File: src/rtl/packet_pkg.sv
// Shared state encoding and size helpers for the packet builder.
package packet_pkg;

    typedef enum logic [1:0] {
        IDLE = 2'd0,
        HDR  = 2'd1,
        PAY  = 2'd2,
        TAIL = 2'd3
    } state_e;

    // Number of whole output beats filled by the combined header.
    function automatic int unsigned calc_full(input int unsigned w, input int unsigned a,
                                              input int unsigned b);
        return (a + b) / w;
    endfunction

    // Header bytes left over after the whole header beats.
    function automatic int unsigned calc_off(input int unsigned w, input int unsigned a,
                                             input int unsigned b);
        return (a + b) % w;
    endfunction

    // Header beat counter width, never narrower than one bit.
    function automatic int unsigned calc_cnt_w(input int unsigned full);
        return (full == 0) ? 1 : (($clog2(full + 1) < 1) ? 1 : $clog2(full + 1));
    endfunction

endpackage

File: src/rtl/packet_builder_merge.sv
// Joins the carried header/payload residue with the incoming payload beat.
module packet_builder_merge
    import packet_pkg::*;
#(
    parameter int unsigned W     = 8,
    parameter int unsigned OFF   = 2,
    parameter int unsigned RES_W = (OFF == 0) ? 1 : OFF
) (
    input  logic [RES_W*8-1:0] res_data,
    input  logic [W*8-1:0]     in_data,
    input  logic [W-1:0]       in_byteen,
    output logic [W*8-1:0]     merged_data_c,
    output logic [W-1:0]       merged_byteen_c,
    output logic [RES_W*8-1:0] next_res_data_c,
    output logic [RES_W-1:0]   next_res_be_c,
    output logic               overflow_c
);

    if (OFF == 0) begin : g_pass
        // Header ends on a beat boundary: payload passes straight through.
        logic unused_res;
        assign unused_res      = ^res_data;
        assign merged_data_c   = in_data;
        assign merged_byteen_c = in_byteen;
        assign next_res_data_c = '0;
        assign next_res_be_c   = '0;
        assign overflow_c      = 1'b0;
    end else begin : g_merge
        // Residue occupies the leading lanes; the low input lanes carry to the next beat.
        assign merged_data_c   = {res_data, in_data[W*8-1 -: (W-OFF)*8]};
        assign merged_byteen_c = {{OFF{1'b1}}, in_byteen[W-1 -: (W-OFF)]};
        assign next_res_data_c = in_data[OFF*8-1:0];
        assign next_res_be_c   = in_byteen[OFF-1:0];
        assign overflow_c      = |in_byteen[OFF-1:0];
    end

endmodule

File: src/rtl/packet_builder.sv
// Prepends headerA/headerB to a payload stream and realigns payload across beats.
module packet_builder
    import packet_pkg::*;
#(
    parameter int unsigned WIDTH_DATA_BYTES  = 8,
    parameter int unsigned WIDTH_HDR_A_BYTES = 6,
    parameter int unsigned WIDTH_HDR_B_BYTES = 4
) (
    input  logic                            clk_host,
    input  logic                            rst_n,
    input  logic                            bus_in_valid,
    output logic                            bus_in_ready,
    input  logic                            bus_in_sop,
    input  logic                            bus_in_eop,
    input  logic [WIDTH_DATA_BYTES-1:0]     bus_in_byteen,
    input  logic [WIDTH_DATA_BYTES*8-1:0]   bus_in_data,
    input  logic [WIDTH_HDR_A_BYTES*8-1:0]  headerA,
    input  logic [WIDTH_HDR_B_BYTES*8-1:0]  headerB,
    output logic                            bus_out_valid,
    input  logic                            bus_out_ready,
    output logic                            bus_out_sop,
    output logic                            bus_out_eop,
    output logic [WIDTH_DATA_BYTES-1:0]     bus_out_byteen,
    output logic [WIDTH_DATA_BYTES*8-1:0]   bus_out_data
);

    localparam int unsigned W         = WIDTH_DATA_BYTES;
    localparam int unsigned HDR_BYTES = WIDTH_HDR_A_BYTES + WIDTH_HDR_B_BYTES;
    localparam int unsigned FULL      = calc_full(W, WIDTH_HDR_A_BYTES, WIDTH_HDR_B_BYTES);
    localparam int unsigned OFF       = calc_off(W, WIDTH_HDR_A_BYTES, WIDTH_HDR_B_BYTES);
    localparam int unsigned RES_W     = (OFF == 0) ? 1 : OFF;
    localparam int unsigned CNT_W     = calc_cnt_w(FULL);
    // Header shift register padded by one beat so its top beat is always defined.
    localparam int unsigned SR_BYTES  = HDR_BYTES + W;

    state_e                 state_q, state_d;
    logic [SR_BYTES*8-1:0]  hdr_sr_q, hdr_sr_d;
    logic [CNT_W-1:0]       beat_cnt_q, beat_cnt_d;
    logic [RES_W*8-1:0]     residue_q, residue_d;
    logic [RES_W-1:0]       residue_be_q, residue_be_d;
    logic                   sop_pend_q, sop_pend_d;

    logic [SR_BYTES*8-1:0]  hdr_load_c;
    logic [SR_BYTES*8-1:0]  hdr_shift_c;
    logic [W*8-1:0]         merged_data_c;
    logic [W-1:0]           merged_byteen_c;
    logic [RES_W*8-1:0]     next_res_data_c;
    logic [RES_W-1:0]       next_res_be_c;
    logic                   overflow_c;

    assign hdr_load_c  = {headerA, headerB, {(W*8){1'b0}}};
    assign hdr_shift_c = hdr_sr_q << (W*8);

    // Residue/payload lane merge.
    packet_builder_merge #(
        .W     (W),
        .OFF   (OFF),
        .RES_W (RES_W)
    ) u_merge (
        .res_data        (residue_q),
        .in_data         (bus_in_data),
        .in_byteen       (bus_in_byteen),
        .merged_data_c   (merged_data_c),
        .merged_byteen_c (merged_byteen_c),
        .next_res_data_c (next_res_data_c),
        .next_res_be_c   (next_res_be_c),
        .overflow_c      (overflow_c)
    );

    // State and datapath registers.
    always_ff @(posedge clk_host or negedge rst_n) begin
        if (!rst_n) begin
            state_q      <= IDLE;
            hdr_sr_q     <= '0;
            beat_cnt_q   <= '0;
            residue_q    <= '0;
            residue_be_q <= '0;
            sop_pend_q   <= 1'b0;
        end else begin
            state_q      <= state_d;
            hdr_sr_q     <= hdr_sr_d;
            beat_cnt_q   <= beat_cnt_d;
            residue_q    <= residue_d;
            residue_be_q <= residue_be_d;
            sop_pend_q   <= sop_pend_d;
        end
    end

    // Next-state and output decode; outputs stay zero whenever no beat is offered.
    always_comb begin
        state_d        = state_q;
        hdr_sr_d       = hdr_sr_q;
        beat_cnt_d     = beat_cnt_q;
        residue_d      = residue_q;
        residue_be_d   = residue_be_q;
        sop_pend_d     = sop_pend_q;
        bus_in_ready   = 1'b0;
        bus_out_valid  = 1'b0;
        bus_out_sop    = 1'b0;
        bus_out_eop    = 1'b0;
        bus_out_byteen = '0;
        bus_out_data   = '0;

        case (state_q)
            IDLE: begin
                if (bus_in_valid && bus_in_sop) begin
                    hdr_sr_d   = hdr_load_c;
                    beat_cnt_d = '0;
                    if (FULL == 0) begin
                        state_d      = PAY;
                        residue_d    = hdr_load_c[SR_BYTES*8-1 -: RES_W*8];
                        residue_be_d = '1;
                        sop_pend_d   = 1'b1;
                    end else begin
                        state_d    = HDR;
                        sop_pend_d = 1'b0;
                    end
                end
            end
            HDR: begin
                bus_out_valid  = 1'b1;
                bus_out_data   = hdr_sr_q[SR_BYTES*8-1 -: W*8];
                bus_out_byteen = '1;
                bus_out_sop    = (beat_cnt_q == '0);
                if (bus_out_ready) begin
                    hdr_sr_d   = hdr_shift_c;
                    beat_cnt_d = beat_cnt_q + CNT_W'(1);
                    if (beat_cnt_q == CNT_W'(FULL - 1)) begin
                        state_d      = PAY;
                        residue_d    = hdr_shift_c[SR_BYTES*8-1 -: RES_W*8];
                        residue_be_d = '1;
                    end
                end
            end
            PAY: begin
                bus_in_ready  = bus_out_ready;
                bus_out_valid = bus_in_valid;
                if (bus_in_valid) begin
                    bus_out_data   = merged_data_c;
                    bus_out_byteen = merged_byteen_c;
                    bus_out_sop    = sop_pend_q;
                    bus_out_eop    = bus_in_eop && !overflow_c;
                    if (bus_out_ready) begin
                        residue_d    = next_res_data_c;
                        residue_be_d = next_res_be_c;
                        sop_pend_d   = 1'b0;
                        if (bus_in_eop) begin
                            state_d = overflow_c ? TAIL : IDLE;
                        end
                    end
                end
            end
            TAIL: begin
                bus_out_valid  = 1'b1;
                bus_out_data   = {residue_q, {((W-RES_W)*8){1'b0}}};
                bus_out_byteen = {residue_be_q, {(W-RES_W){1'b0}}};
                bus_out_eop    = 1'b1;
                if (bus_out_ready) begin
                    state_d = IDLE;
                end
            end
            default: begin
                state_d = IDLE;
            end
        endcase
    end

endmodule

File: config.mk
export PLATFORM = sky130hd
export DESIGN_NAME = packet_builder
export DESIGN_NICKNAME = d
export VERILOG_FILES = /design/src/rtl/packet_pkg.sv /design/src/rtl/packet_builder_merge.sv /design/src/rtl/packet_builder.sv
export SDC_FILE = /design/constraint.sdc
export NUM_CORES = 1
export LEC_CHECK = 0
export BUFFER_PORTS_ARGS = -buffer_cell sky130_fd_sc_hd__buf_2
export CAP_MARGIN = 40
export CORE_MARGIN = 3
export CORE_UTILIZATION = 44
export DETAILED_ROUTE_END_ITERATION = 8
export HOLD_SLACK_MARGIN = 0.03
export PLACE_DENSITY = 0.84
export SLEW_MARGIN = 5
export SYNTH_ARGS = -nofsm -noshare
export SYNTH_HDL_FRONTEND = slang
export SYNTH_SLANG_ARGS = --single-unit
File: constraint.sdc
create_clock -name clk_host -period 2.2 [get_ports clk_host]
set_input_delay 0.66 -clock clk_host [delete_from_list [all_inputs] [get_ports clk_host]]
set_output_delay 0.66 -clock clk_host [all_outputs]
set_load 0.01 [all_outputs]
* After elaboration in Yosys (flattened, before gate mapping)
Index checks and enable logic that the tools add are counted.
Storage, ports and cells: bits in registers 166, latch bits 0, memory bits (writable) 0, bits in read-only memories 0, input port bits 158, output and inout bits 76, word-level logic and storage cells 69, memories kept 0
Operators by class: add/sub/neg operators 1, $mul 0, divide/modulo/power cells 0, order comparisons 0, eq/ne operators 10, shift operators 0, muxes and demuxes 38, bitwise gates (word level) 1, reduce and logical (&&, ||, !) cells 13
Operators with widths (count):
- $mux 144 | 2
- $pmux 144 s2 | 1
- $pmux 64 s3 | 1
- $mux 16 | 4
- $mux 64 | 1
- $pmux 16 s2 | 1
- $mux 2 | 12
- $pmux 8 s3 | 1
- $ne 2x2->1 const B | 7
- $pmux 1 s2 | 5
- $mux 8 | 1
- $pmux 2 s4 | 1
- $mux 1 | 7
- $reduce_and 7->1 | 1
- $reduce_bool 2->1 | 3
- $reduce_and 5->1 | 1
- $eq 2x2->1 const B | 2
- $pmux 2 s2 | 1
- $reduce_and 4->1 | 1
- $reduce_or 2->1 | 2
- $reduce_and 3->1 | 1
- $eq 2x1->1 const B | 1
- $logic_and 1x1->1 | 2
- $logic_not 2->1 | 1
- other kinds (3) | 3

* Logic depth before layout (Yosys ltp)
Gate-level depths: netlist of run 1.
depth in word-level cells 6, mapped depth 6, depth with buffers taken out 3

* Modules after synthesis
Synthesis of run 1 repeated with hierarchy kept, for this count alone.
Unflattened totals: cell total of the unflattened synthesis 482, area total of the unflattened synthesis 5771.8 sq um
By module, submodules not included:
- packet_builder | instances 1, cells an instance 390, area each 5086.1 sq um, sequential area each 2527.4 sq um
- packet_builder_merge | instances 1, cells an instance 92, area each 685.7 sq um, sequential area each 0.0 sq um

* Least setup slack after synthesis of run 1
No wires, ideal clock.
kind input -> output, start point in bus_in_valid, end point out bus_out_data[0], arrival time 1.414 ns, data required time 1.540 ns, path slack 0.126 ns, cell stages on the path 4, path buffers 2, path through and3b_1 > buf_6 > clkbuf_1 > a22o_1
On the way: word-level cells in the longest chain between the ends 2
RTL lines:
- from (decl) | RTL line packet_builder.sv:11 | input logic bus_in_valid,
- $mux 64 | RTL line packet_builder.sv:138 | if (bus_in_valid) begin
- $pmux 64 s3 | RTL line packet_builder.sv:104 | case (state_q)
- to (decl) | RTL line packet_builder.sv:24 | output logic [WIDTH_DATA_BYTES*8-1:0] bus_out_data
No other way between the ends.

* Worst setup path after layout of run 1
start point reg state_q[0], end point out bus_out_data[46]
On the way: word-level cells in the longest chain between the ends 2, elaborated cells between the ends (all ways) 4, those cells by class 3 x eq/ne; 1 x mux
RTL lines:
- from (decl) | RTL line packet_builder.sv:36 | state_e state_q, state_d;
- from (signal assigned) | RTL line packet_builder.sv:80 | state_q <= state_d;
- $eq 2x2->1 / $eq 2x1->1 (equally long branches) | RTL line packet_builder.sv:104
- $pmux 64 s3 (*) | RTL line packet_builder.sv:104
Every way passes the cells marked *; elsewhere a longest branch is shown, timed or not.

==> metrics.yaml, run 1 <==
sta:
  max_freq_mhz: 427
  skew_ns: 0.0144
  min_period_ns: 2.34
  timing.hold.ws_ns: 0.299
  period_share_pct: 106
  grt_setup_unrepaired: "yes"
  hold_viol: 0
  slew_headroom_pct: 67.9
  setup_viol: 70
  tightest_slew_ns: 0.482
  finalWorstSetupSlack_ns: -0.142
  drv_slew: 0
power:
  ir_worst_vdd_v: 0.000602
  power_w: 0.00825
  p_leak_nw: 3.48
  p_per_area_nw_per_um2: 1260
die:
  rows: 37
  fp.dieH_um: 112
  io_pins: 234
  fp.dieW_um: 112
  initial_core_util_pct: 46.4
  core-area_um2: 10600
  die_area_um2: 12400
route:
  drtIter0Drc: 220
  wl_per_cell_um: 19.3
  vias: 4181
  wirelength_um: 14300
  first_pass_iters: 6
  drc: 0
  ant_nets: 0
  via_per_inst: 5.65
critical_path:
  end_kind: "output port"
  path_delay_family: "flip-flops"
  slowest_stage: "dfrtp_1"
  critPathRequiredTime_ns: 1.54
  crit_chain: "and3b_2 > buf_12 > a22o_1 > buf_2"
  critical_path.max_stage_delay_ns: 0.43
  crit_fanout: 27
  cp-start-kind: "flip-flop"
  cp.arrival_ns: 1.68
  critPathKind: "reg2out"
  critPathBufInv: 2
placement:
  io_buffers: 233
  dpl_cell_area_um2: 6240
  dp_hpwl_um: 9980
  routabilityCongestion: 0.981
  preCtsSetupSlack_ns: -0.0193
synth:
  netlist_area_um2: 4900
  yosys.cell_count.top_type: "a22o_1"
  ys_types: 28
  synth_top_area_share_pct: 51.6
  syn_avg_cell_area_um2: 13.1
  synth_area_leaders: "dfrtp_1 52%, a22o_1 23%, mux2_2 11%"
  syn-num-nets: 531
  synth_top_area_cell: "dfrtp_1"
  yosysSeqAreaShare_pct: 51.6
  synth-edff-count: 0
  yosys_warnings: 0
  ys_ff_latch: 101
  synth_common_cells: "128 x a22o_1, 101 x dfrtp_1, 46 x mux2_2, 26 x buf_2"
  ys.flop_type: "dfrtp_1"
  synth-async-reset-ratio_pct: 100
  synth_cells: 373
clocking:
  clk_pin_slew_ns: 0.09
  root_buffer: "clkbuf_8"
  cts_hold_buf: 0
  clk_latency_ns: 0.36
  cts-htree-levels: 3
  cts_buffer_depth: 2
  cts_sinks: 101
  cts_tree: "yes"
  cts_made_buffers: 9
cells_and_area:
  drive_above_1_share_pct: 55.2
  regArea_um2: 2530
  multi_input_area_um2: 2180
  syn2layout_area_growth_pct: 33.8
  fill_cells: 816
  final_cell_area_um2: 6560
  nNetsFinal: 756
global_route:
  grt_start_max_net_pins: 65
  gr-usage-all-layers_pct: 22.6
  grt_pass1_vias: 4382
  antenna_found_initial: 1
  grt_first_pass_wirelength_um: 22800
  grt-ovfl-total: 0
hold_path:
  hold_path_class: "in2async"
status:
  status: "finished, violations left"
  violations: "negative setup slack"
flow_run:
  maxCapViolCount: 0
## metrics by stage
stage	util [%]	cells	TNS (ns)
4_1_cts	61.8	738	-6.27
3_5_place_dp	59.1	718	-0.0252
2_1_floorplan	-	373	0
6_report	62.1	740	-6.48
3_3_place_gp	59.1	718	0
5_1_grt	62.1	740	-10.82
## metal layers
| metal | share of wire [%] | global-route usage [%] | wire length [um] | vias to the layer above |
|---|---|---|---|---|
| met5 | 0 | 0 | 0 | - |
| met4 | 1.6 | 7.38 | 223 | 0 |
| met3 | 9.0 | 6.58 | 1290 | 19 |
| met2 | 51 | 39.3 | 7220 | 206 |
| met1 | 39 | 26.9 | 5550 | 2056 |
| li1 | - | - | - | 1900 |
## where the power goes
part	switching (W)	internal, W
clock network	0.000619	0.000595
registers	0.000467	0.00256
logic	0.00187	0.00214
## timing repair
action	4_1_cts	5_1_grt
endpoints found under the setup margin	70	73
pin swaps	2	1
resized for setup	6	3
buffers inserted	3	0
cloned	1	1
## final timing paths
check | endpoint | depth (start not counted) | slack, ns | from
min in group clk_host | hdr_sr_q[141]$_DFFE_PN0P_ | 1 | 0.50 | hdr_sr_q[141]$_DFFE_PN0P_
min reg2reg | hdr_sr_q[141]$_DFFE_PN0P_ | 1 | 0.50 | hdr_sr_q[141]$_DFFE_PN0P_
min | hdr_sr_q[129]$_DFFE_PN0P_ | 2 | 0.30 | rst_n
max in group asynchronous | hdr_sr_q[105]$_DFFE_PN0P_ | 2 | 1.47 | rst_n
max reg2reg | residue_q[2]$_DFFE_PN0P_ | 6 | 0.29 | state_q[0]$_DFFE_PN0P_
max | bus_out_data[46] | 4 | -0.14 | state_q[0]$_DFFE_PN0P_
## placed cells by master, fill, tap and decap left out, types with 2 or more instances in the layout
| cell | Yosys | final |
|---|---|---|
| a22o_1 | 128 | 128 |
| buf_12 | 0 | 7 |
| nand2_1 | 2 | 2 |
| buf_2 | 26 | 230 |
| mux2_1 | 10 | 10 |
| a21oi_1 | 3 | 2 |
| a21o_1 | 7 | 7 |
| mux2_2 | 46 | 46 |
| buf_4 | 3 | 10 |
| inv_1 | 2 | 2 |
| dfrtp_1 | 101 | 100 |
| clkinv_4 | 0 | 3 |
| clkbuf_8 | 0 | 11 |
| buf_6 | 3 | 2 |
| mux2_4 | 10 | 10 |
| nor2_1 | 8 | 8 |
| nand2b_1 | 2 | 2 |
## sequential cells by signal (all words and copies together), names as in the netlist
register,count
state_q,2
beat_cnt_q,1
residue_q,16
residue_be_q,2
hdr_sr_q,80
## cell families (layout without fill, tap and decap cells)
family                 Yosys count  in the layout  synth area share (%)
AO/OA/AOI/OAI                  145            145                  25.5
buffers and inverters           40            270                  4.42
AND/OR/NAND/NOR                 21             21                  2.60
flip-flops                     101            101                  51.6
other                            0              1                     0
multiplexers                    66             66                  15.9
## cell type report
type | count | share of cell area, %
clock inverter | 4 | 0.859
timing repair buffer | 252 | 22.2
tap | 136 | 2.59
sequential | 101 | 38.6
clock buffer | 12 | 2.37
multi-input combinational | 232 | 33.3
antenna | 1 | 0.0382
inverter | 2 | 0.114
(Power assumes the default switching activity.)
==> inputs of run 2 (changes only) <==
==> constraint.sdc (replaced) <==
create_clock -name clk_host -period 2.6 [get_ports clk_host]
set_input_delay 0.78 -clock clk_host [delete_from_list [all_inputs] [get_ports clk_host]]
set_output_delay 0.78 -clock clk_host [all_outputs]
set_load 0.01 [all_outputs]
==> run 2 against run 1 <==
  * The run now ends clean
  * Critical path depth up 1
  * Clock power shrank 12%
  * Register-to-register slack better by 0.43 ns
  * Global-route usage is 1.0 points lower
  * Combinational power decreased by 20%
  * Clock-buffer cell count decreased by 2
  * Total power is 17% lower
  * Sequential power fell by 15%
  * Non-clock buffer count decreased by 7
  * First-iteration DRC count up 9.1%
  * Die area unchanged
  * Highest routed layer unchanged
==> metrics.yaml, run 2 (synthesized netlist as in run 1, its figures left out) <==
cells_and_area:
  top_register: "hdr_sr_q"
  largest_reg_flops: 80  # unchanged
  final_common_cell: "buf_2"
  regArea_um2: 2530  # about the same
  fill_cells: 832  # +2.0%
  final_cell_mix: "232 x buf_2, 128 x a22o_1, 99 x dfrtp_1"
  diodes: 0  # -1
  drive_above_1_share_pct: 54.5  # -0.69 points
  top_regs: "hdr_sr_q (80), residue_q (16)"
  syn2layout_area_growth_pct: 31.3
  nNetsFinal: 749  # -0.93%
  multi_input_area_um2: 2170  # -0.52%
flow_run:
  maxCapViolCount: 0  # unchanged
status:
  status: "finished, final reports clean"
sta:
  slew_headroom_pct: 50.7  # -17 points
  period_share_pct: 95.8
  hold_viol: 0  # unchanged
  tightest_slew_ns: 0.740  # +0.258 ns
  timing.setup.tns_ns: 0  # +6.48 ns
  max_freq_mhz: 402
  setup_viol: 0  # -100%
  drv_slew: 0  # unchanged
  skew_ns: 0.0138  # -0.000520 ns
  min_period_ns: 2.49
  finalWorstSetupSlack_ns: 0.110  # +0.252 ns
  grt_setup_unrepaired: "no"
critical_path:
  cp.arrival_ns: 1.71  # +0.03 ns
  critical_path.max_stage_delay_ns: 0.23  # -0.20 ns
  r2r_setup_slack_ns: 0.72  # +0.43 ns
  crit_fanout: 55  # +100%
  slowest_stage: "buf_12"
  crit_chain: "buf_2 > and3b_2 > buf_12 > a22o_1 > buf_2"
  path_delay_family: "buffers and inverters"
  end_kind: "output port"
  critPathKind: "in2out"
  critPathRequiredTime_ns: 1.82  # +0.28 ns
  crit_top_cell: "buf_2"
  critPathBufInv: 3  # +1
  cp-start-kind: "input port"
global_route:
  grt-ovfl-total: 0  # unchanged
  grt_pass1_vias: 4328  # -1.2%
  grt_start_max_net_pins: 65  # unchanged
  antenna_found_initial: 0  # -1
  grt_first_pass_wirelength_um: 22200  # -2.6%
  gr-usage-all-layers_pct: 21.5  # -1.0 points
power:
  ir_worst_vdd_v: 0.000456  # -24%
  p_leak_nw: 3.43  # -1.6%
  p_per_area_nw_per_um2: 1060  # -15%
route:
  vias: 4177  # -0.096%
  wirelength_um: 13600  # -4.5%
  wl_per_cell_um: 18.6  # -3.4%
  ant_nets: 0  # unchanged
  drc: 0  # unchanged
  via_per_inst: 5.71  # +1.0%
  first_pass_iters: 4  # -2
  drtIter0Drc: 240  # +9.1%
placement:
  dp_hpwl_um: 9940  # -0.44%
  io_buffers: 233  # unchanged
  routabilityCongestion: 0.983  # +0.16%
  preCtsSetupSlack_ns: 0.116  # +0.136 ns
die:
  rows: 37  # unchanged
  initial_core_util_pct: 46.4  # unchanged
  die_area_um2: 12400  # unchanged
  core-area_um2: 10600  # unchanged
  fp.dieH_um: 112  # unchanged
  fp.dieW_um: 112  # unchanged
  io_pins: 234  # unchanged
clocking:
  cts_tree: "yes"
  clk_pin_slew_ns: 0.10  # about the same
  cts_made_buffers: 9  # unchanged
  root_buffer: "clkbuf_8"
  cts_sinks: 101  # unchanged
  cts_buffer_depth: 2  # unchanged
  clk_latency_ns: 0.35  # about the same
  cts-htree-levels: 3  # unchanged
  cts_hold_buf: 0  # unchanged
  postCtsSetupRepairBufs: 0  # -3
hold_path:
  hold_path_class: "in2async"
==> run 2: power breakdown <==
group | internal [W] | switching, W | leakage [nW]
clock network | 0.000543 | 0.000526 | 0.107
logic | 0.00170 | 0.00150 | 2.03
registers | 0.00217 | 0.000414 | 1.29
total | 0.00441 | 0.00244 | 3.43
==> run 2: area by class of cell <==
class                      count  area share, %
clock buffer                  10           1.98
clock inverter                 6           1.34
inverter                       2          0.117
multi-input combinational    232           33.7
sequential                   101           39.3
tap                          136           2.64
timing repair buffer         245           20.9
==> run 2: timing repair <==
item,in CTS,in global routing
endpoints found under the setup margin,2,66
hold endpoints to repair,0,0
resized for setup,1,1
==> run 2: worst paths after layout <==
kind                                            from                   endpoint  cells past startpoint
hold / removal                                 rst_n  hdr_sr_q[128]$_DFFE_PN0P_                      1
hold reg to reg            hdr_sr_q[129]$_DFFE_PN0P_  hdr_sr_q[129]$_DFFE_PN0P_                      1
setup / recovery                        bus_in_valid            bus_out_data[1]                      5
min in group clk_host      hdr_sr_q[129]$_DFFE_PN0P_  hdr_sr_q[129]$_DFFE_PN0P_                      1
max in group asynchronous                      rst_n  hdr_sr_q[117]$_DFFE_PN0P_                      2
setup reg to reg              state_q[0]$_DFFE_PN0P_  residue_q[14]$_DFFE_PN0P_                      5
==> run 2: metal layers <==
metal	up-vias	GRT usage (%)	wire length (um)
li1	1887	-	-
met1	2052	27.3	5420
met2	218	36.1	6670
met3	20	7.12	1360
met4	0	4.95	186
met5	-	0	0
==> run 2: worst reg2reg max path, stage by stage, from the launching register on <==
cell and delay (ns):
dfrtp_2 0.50, and3b_2 0.28, buf_12 0.23, o21a_1 0.21
buf_12 0.19, mux2_2 0.36
==> run 2: through the flow <==
step | hold WS (ns) | utilization [%] | instances | area (um2) | total power (W)
floorplan | 0.465 | - | 373 | 4900 | 0.00472
global placement | 0.473 | 58.9 | 716 | 6220 | 0.00567
detailed placement | 0.486 | 58.9 | 716 | 6220 | 0.00582
CTS | 0.320 | 61.0 | 732 | 6440 | 0.00691
global route | 0.314 | 61.0 | 732 | 6440 | 0.00732
finish | 0.332 | 61.0 | 732 | 6440 | 0.00685
